==> src/rtl/uart_pkg.sv <==
// uart_pkg: line levels, defaults and receiver states shared by the UART transmitter and receiver
package uart_pkg;
    typedef enum logic [2:0] {IDLE, START, DATA, STOP, BREAK_WAIT} state_t;
    localparam int OVERSAMPLE_DEF = 16;
    localparam int DATA_BITS_DEF = 8;
    localparam logic LINE_IDLE = 1'b1;
    localparam logic START_LEVEL = 1'b0;
    localparam logic STOP_LEVEL = 1'b1;
endpackage

==> src/rtl/uart_sync.sv <==
// uart_sync: two-flop synchroniser for an asynchronous input, with a selectable reset level
module uart_sync #(
    parameter logic RESET_VALUE = 1'b1
) (
    input  logic clock,
    input  logic reset,
    input  logic d,
    output logic q
);
    logic meta;
    always_ff @(posedge clock) begin
        if (reset) begin
            meta <= RESET_VALUE;
            q <= RESET_VALUE;
        end else begin
            meta <= d;
            q <= meta;
        end
    end
endmodule

==> src/rtl/uart_rx.sv <==
// uart_rx: oversampled 8N1 receiver; checks the start bit at half-period, samples each bit mid-period
module uart_rx
    import uart_pkg::*;
#(
    parameter int OVERSAMPLE = OVERSAMPLE_DEF,
    parameter int DATA_BITS = DATA_BITS_DEF
) (
    input  logic                 clock,
    input  logic                 reset,
    input  logic                 rx,
    output logic [DATA_BITS-1:0] data,
    output logic                 data_valid,
    output logic                 frame_error,
    output logic                 busy
);
    localparam int TW = $clog2(OVERSAMPLE);
    localparam int BW = $clog2(DATA_BITS + 1);
    localparam logic [TW-1:0] HALF = TW'(OVERSAMPLE / 2 - 1);
    localparam logic [TW-1:0] LAST = TW'(OVERSAMPLE - 1);
    localparam logic [BW-1:0] FINAL_BIT = BW'(DATA_BITS - 1);

    state_t state, state_d;
    logic [TW-1:0] tick, tick_d;
    logic [BW-1:0] idx, idx_d;
    logic [DATA_BITS-1:0] shift, shift_d, data_d;
    logic valid_d, ferr_d, rx_s;

    uart_sync #(.RESET_VALUE(LINE_IDLE)) u_sync (
        .clock(clock),
        .reset(reset),
        .d(rx),
        .q(rx_s)
    );

    always_ff @(posedge clock) begin
        if (reset) begin
            state <= IDLE;
            tick <= '0;
            idx <= '0;
            shift <= '0;
            data <= '0;
            data_valid <= 1'b0;
            frame_error <= 1'b0;
        end else begin
            state <= state_d;
            tick <= tick_d;
            idx <= idx_d;
            shift <= shift_d;
            data <= data_d;
            data_valid <= valid_d;
            frame_error <= ferr_d;
        end
    end

    always_comb begin
        state_d = state;
        tick_d = tick + 1'b1;
        idx_d = idx;
        shift_d = shift;
        data_d = data;
        valid_d = 1'b0;
        ferr_d = 1'b0;
        case (state)
            IDLE: begin
                tick_d = '0;
                state_d = (rx_s == START_LEVEL) ? START : IDLE;
            end
            START: if (tick == HALF) begin
                tick_d = '0;
                idx_d = '0;
                state_d = (rx_s == START_LEVEL) ? DATA : IDLE;
            end
            DATA: if (tick == LAST) begin
                tick_d = '0;
                shift_d = {rx_s, shift[DATA_BITS-1:1]};
                idx_d = idx + 1'b1;
                state_d = (idx == FINAL_BIT) ? STOP : DATA;
            end
            STOP: if (tick == LAST) begin
                tick_d = '0;
                valid_d = (rx_s == STOP_LEVEL);
                ferr_d = (rx_s != STOP_LEVEL);
                data_d = (rx_s == STOP_LEVEL) ? shift : data;
                state_d = (rx_s == STOP_LEVEL) ? IDLE : BREAK_WAIT;
            end
            BREAK_WAIT: begin
                // a held-low line must not be decoded as a stream of zero bytes
                tick_d = '0;
                state_d = (rx_s == LINE_IDLE) ? IDLE : BREAK_WAIT;
            end
            default: state_d = IDLE;
        endcase
    end

    assign busy = (state != IDLE);
endmodule

==> config.mk <==
export PLATFORM = sky130hd
export DESIGN_NAME = uart_rx
export DESIGN_NICKNAME = d
export VERILOG_FILES = /design/src/rtl/uart_pkg.sv /design/src/rtl/uart_sync.sv /design/src/rtl/uart_rx.sv
export SDC_FILE = /design/constraint.sdc
export NUM_CORES = 1
export LEC_CHECK = 0
export CAP_MARGIN = 15
export CORE_ASPECT_RATIO = 1.2
export CORE_UTILIZATION = 54
export DETAILED_ROUTE_END_ITERATION = 10
export GPL_ROUTABILITY_DRIVEN = 1
export PLACE_DENSITY = 0.84
export SETUP_SLACK_MARGIN = 0.4
export SYNTH_ARGS = -nofsm -noshare
export SYNTH_HDL_FRONTEND = slang
export SYNTH_HIERARCHICAL = 1
export SYNTH_SLANG_ARGS = --single-unit
==> constraint.sdc <==
create_clock -name clock -period 1.8 [get_ports clock]
set_input_delay 0.27 -clock clock [delete_from_list [all_inputs] [get_ports clock]]
set_output_delay 0.27 -clock clock [all_outputs]
set_load 0.02 [all_outputs]
# Yosys cells after proc, flatten, opt, wreduce, memory -nomap -nowiden
# Cells that the tools add are included.
[totals] in_bits=3 word_cells=48 ff_bits=31 out_inout_bits=11
[op_classes] eq_ne=10 n_addsub=2 bitwise_logic=3 muxes=14 n_reduce_logical=10
[ops] cell="$mux 4" n=4
[ops] cell="$pmux 3 s5" n=1
[ops] cell="$mux 3" n=4
[ops] cell="$pmux 4 s3" n=1
[ops] cell="$reduce_and 3->1" n=3
[ops] cell="$add 4x1->4 const B" n=2
[ops] cell="$eq 4x3->1 const B" n=2
[ops] cell="$pmux 4 s2" n=1
[ops] cell="$eq 3x2->1 const B" n=2
[ops] cell="$ne 2x2->1 const B" n=3
[ops] cell="$eq 4x4->1 const B" n=1
[ops] cell="$reduce_or 2->1" n=2
[ops] cell="$eq 3x1->1 const B" n=1
[ops] cell="$eq 3x3->1 const B" n=1
[ops] cell="$logic_not 3->1" n=1
[ops] cell="$not 1->1" n=3
[ops] cell="$reduce_bool 3->1" n=1
[ops] cell="$reduce_or 3->1" n=1
[ops] cell="$mux 1" n=2
[ops] cell="$mux 2" n=1
[ops] cell="$reduce_and 2->1" n=1
[ops] cell="$reduce_bool 2->1" n=1

# Depth between registers and ports, before layout
[logic_depth] depth_word=4 ltp_mapped=6 ltp_nobuf=5

# Cells and area by module
# The synthesis kept the hierarchy.
[modules_own_cells] mod="uart_rx" seq_area_each_um2=580.6 cells_per_inst=122 area_each_um2=1218.7 n_inst=1
[modules_own_cells] mod="uart_sync" seq_area_each_um2=40.0 cells_per_inst=4 area_each_um2=52.6 n_inst=1

# Worst setup path after synthesis
# OpenSTA, ideal clock, no wires.
[synth_path] path_type="register to register" startpoint="register tick[0]" endpoint="register idx[3]" path_stages_with_launch=7 t_arrival_ns=1.507 required_time_ns=1.742 setup_slack_ns=0.236 setup_ns=0.058 path_buffers=1 period_less_slack_ns=1.564 path_cell_list="dfxtp_1 -> ha_1 -> nand2_2 -> nor4_1 -> buf_2 -> nor4b_2 -> a211o_1"
[synth_between] elab_chain_cells=3 elab_cells_between_ends=5 cone_classes="eq/ne: 4; reduce/logical: 1"
[synth_lines] item="start: declaration" line_no="uart_rx.sv:23" text="logic [TW-1:0] tick, tick_d;"
[synth_lines] item="start signal: assignment" line_no="uart_rx.sv:46" text="tick <= tick_d;"
[synth_lines] item="$eq 4x4->1 / $eq 4x3->1 (equally long branches)" line_no="uart_rx.sv:73, uart_rx.sv:68"
[synth_lines] item="$ne 2x2->1 (no line)"
[synth_lines] item="$reduce_and 3->1 (no line) (*)"
[synth_lines] item="end signal: assignment" line_no="uart_rx.sv:47" text="idx <= idx_d;"
[synth_lines] item="end: declaration" line_no="uart_rx.sv:24" text="logic [BW-1:0] idx, idx_d;"
# Every way passes the cells marked *; elsewhere a longest branch is shown, timed or not.
# A chain may end at the register's enable or synchronous reset.

# Worst setup path after layout
[layout_path] startpoint="register state[1]" endpoint="register state[1]"
[layout_between] elab_chain_cells=3 elab_cells_between_ends=10 cone_classes="eq/ne: 7; mux: 1; reduce/logical: 2"
[layout_lines] item="start: declaration" line_no="uart_rx.sv:22" text="state_t state, state_d;"
[layout_lines] item="start signal: assignment" line_no="uart_rx.sv:45" text="state <= state_d;"
[layout_lines] item="$eq 3x2->1 / $eq 3x1->1 (equally long branches)" line_no="uart_rx.sv:63" text="case (state)"
[layout_lines] item="$ne 2x2->1 (no line)"
[layout_lines] item="$reduce_and 3->1 (no line)"
# Several ways; a longest one is shown, not always the timed one.

==> out/qor.yml <==
outcome: "finished clean"
hold_violations: 0
syn_area_sq_mm: 0.00127
startpoint_type: "flop"
core_sq_mm: 0.00214
yosysWarnings: 6
power_leakage_nw: 0.750
htree_levels: 2
seq_area_sq_um: 638
fmax_mhz: 618
cap_violations: 0
die_area_sq_mm: 0.00255
ant_nets: 0
cts_tree: "built"
area_growth_pct: 46.0
timing.slew.headroom_pct: 72.8
drv_slew: 0
worstSetupPathType: "flop to flop"
peakVddDrop_mv: 0.884
fp.dieH_um: 55.2
chipWidth_um: 46.3
grt_pass1_vias: 1099
hold_path_class: "flop to flop"
clk_latency_ns: 0.35
via_count: 1139
finalSetupViolations: 0
overflow: 0
final_util_pct: 86.7
place.gp.congestion: 0.841
worstPathCellList: "buf_6 -> xor2_2 -> o32ai_2 -> buf_4 -> nand4bb_1 -> a21oi_2"
ys_types: 39
clockBufferDepth: 2
synth_seq_cells: 31
worstMarginPinSlew_ns: 0.403
diodes: 0
vias_per_cell: 5.70
finalSetupTns_ns: 0
path_max_fanout: 4
ioPinCount: 14
critPathSlowestCell: "dfxtp_4"
cellPowerDensity_mw_per_mm2: 727
drive_gt1_share_pct: 36.5
dr.pass1.iters: 4
ctsHoldBuffers: 0
clockRootBuffer: "clkbuf_4"
grt_max_degree: 21
post_drt_wl_per_cell_um: 17.7
seq_area_frac_synth_pct: 48.8
drt_wl_total_um: 3540
clock_skew_ns: 0.0216
antenna_found_initial: 0
fillers: 110
finalCritPeriodShare_pct: 89.9
dp_hpwl_um: 1580
slowest_delay_ns: 0.39
numCtsBuffers: 5
drc: 0
synthesis.nets: 131
yosysTopAreaCell: "dfxtp_1"
clk_pin_slew_worst_paths_ns: 0.12
initial_core_util_pct: 59.4
critPathCaptureType: "flop"
syn_inst: 126
grt_usage_pct: 29.6
cts.sinks: 31
nNetsFinal: 174
io_buffers: 13
rsz0062_at_grt: "yes"
worstPathRequired_ns: 2.07
grt_pass1_wl_um: 5110
row_count: 18
multi_input_area_sq_um: 696
yosys-top-cells-area: "dfxtp_1 49%, mux2i_1 13%, nor2_1 5.6%"
first_iter_violations: 32
fin_crit_ns: 1.62
worstPathArrival_ns: 1.89
yosysTopAreaCellShare_pct: 48.8
syn_area_per_cell_sq_um: 10.1
-- power by group --
part	switching [mW]	internal (mW)	leakage, nW
Sequential	0.00554	0.686	0.254
Combinational	0.0353	0.0326	0.447
Clock	0.262	0.328	0.0482
-- per-stage QoR --
stage	cells	hold slack, ns	setup WS [ns]	instance area [sq um]	power, mW
2_1_floorplan	126	0.367	0.307	1290	0.739
3_3_place_gp	168	0.390	0.198	1460	0.753
3_5_place_dp	168	0.404	0.130	1460	0.755
4_1_cts	191	0.431	0.225	1750	1.33
5_1_grt	200	0.474	0.165	1860	1.38
6_report	200	0.485	0.181	1860	1.35
-- metal layers --
metal | global-route usage, % | up-vias | share of wire (%)
met3 | 9.09 | 12 | 7.9
met1 | 32.8 | 538 | 38
met2 | 49.5 | 60 | 51
li1 | - | 529 | -
met4 | 16.7 | 0 | 2.8
met5 | 0 | - | 0
-- cells in the final DEF (no fill, tap or decap), types with 2 or more instances in the layout --
master            n
dfxtp_1          25
buf_4            20
nor2_1           19
mux2i_1          14
dlygate4sd2_1    10
buf_6             8
clkbuf_4          5
o21ai_0           4
dfxtp_4           4
nor3_1            3
nand2_1           3
nand3_1           3
mux2i_2           2
nand3b_1          2
a211o_1           2
nor4_1            2
and3_1            2
buf_2             2
clkdlybuf4s50_1   2
buf_12            2
dfxtp_2           2
or2_1             2
-- path summary, 6_finish.rpt --
| path | startpoint | endpoint | slack, ns | cells past startpoint |
|---|---|---|---|---|
| setup / recovery | state[1]$_SDFFE_PP0P_ | state[1]$_SDFFE_PP0P_ | 0.18 | 6 |
| hold / removal | u_sync/meta$_SDFF_PP1_ | u_sync/q$_SDFF_PP1_ | 0.48 | 1 |
| setup reg to reg | state[1]$_SDFFE_PP0P_ | state[1]$_SDFFE_PP0P_ | 0.18 | 6 |
| hold reg to reg | u_sync/meta$_SDFF_PP1_ | u_sync/q$_SDFF_PP1_ | 0.48 | 1 |
-- critical path, delay by kind of cell, from the launching register on --
kind            cells  cell delay (ns)
flops               1             0.39
xor+xnor            1             0.18
buf+inv             2             0.31
simple gates        1             0.15
compound gates      2             0.52
-- registers in the layout, indices dropped and copies added, names as in the netlist --
signal	count
frame_error	1
u_sync/meta	1
data_valid	1
idx	4
data	8
u_sync/q	1
tick	4
state	3
shift	8
-- cell families after synthesis --
| family | count (synthesis) | share of synthesized area (%) |
|---|---|---|
| AND/OR/NAND/NOR | 54 | 24.6 |
| flip-flops | 31 | 48.8 |
| multiplexers | 16 | 12.6 |
| AO/OA/AOI/OAI | 12 | 6.40 |
| buffers and inverters | 8 | 3.54 |
| XOR/XNOR | 3 | 2.07 |
| adder cells (fa/ha/maj) | 2 | 1.97 |
-- repair_timing --
action                     CTS  global route
cloned                       0             1
gates resized for setup     33            12
setup buffers               15             8
pin swaps                    9            12
setup endpoints to repair   37            25
-- cell type report --
cell class              instances  share of cell area, %
clock buffers                   6                   2.76
clock inverters                 2                   1.89
multi-input cells              87                   37.5
flip-flops and latches         31                   34.4
well taps                      30                   2.02
repair buffers                 44                   21.4
-- Yosys cell counts (all sizes together) --
cell type   n
mux2i      16
dfxtp      31
a21oi       2
nor2       20
nor4b       2
clkbuf      2
or2         3
nand4       1
xnor2       1
nor3        4
nand4bb     1
nand3       4
a211oi      2
a211o       2
nand2b      1
nand3b      2
o32ai       1
xor2        2
or3         1
nor4        3
nor4bb      1
nand2       5
or3b        1
ha          2
nor3b       1
o21ai       5
and3b       1
nand4b      1
and3        2
buf         6
Power figures use the tool's default switching activity.
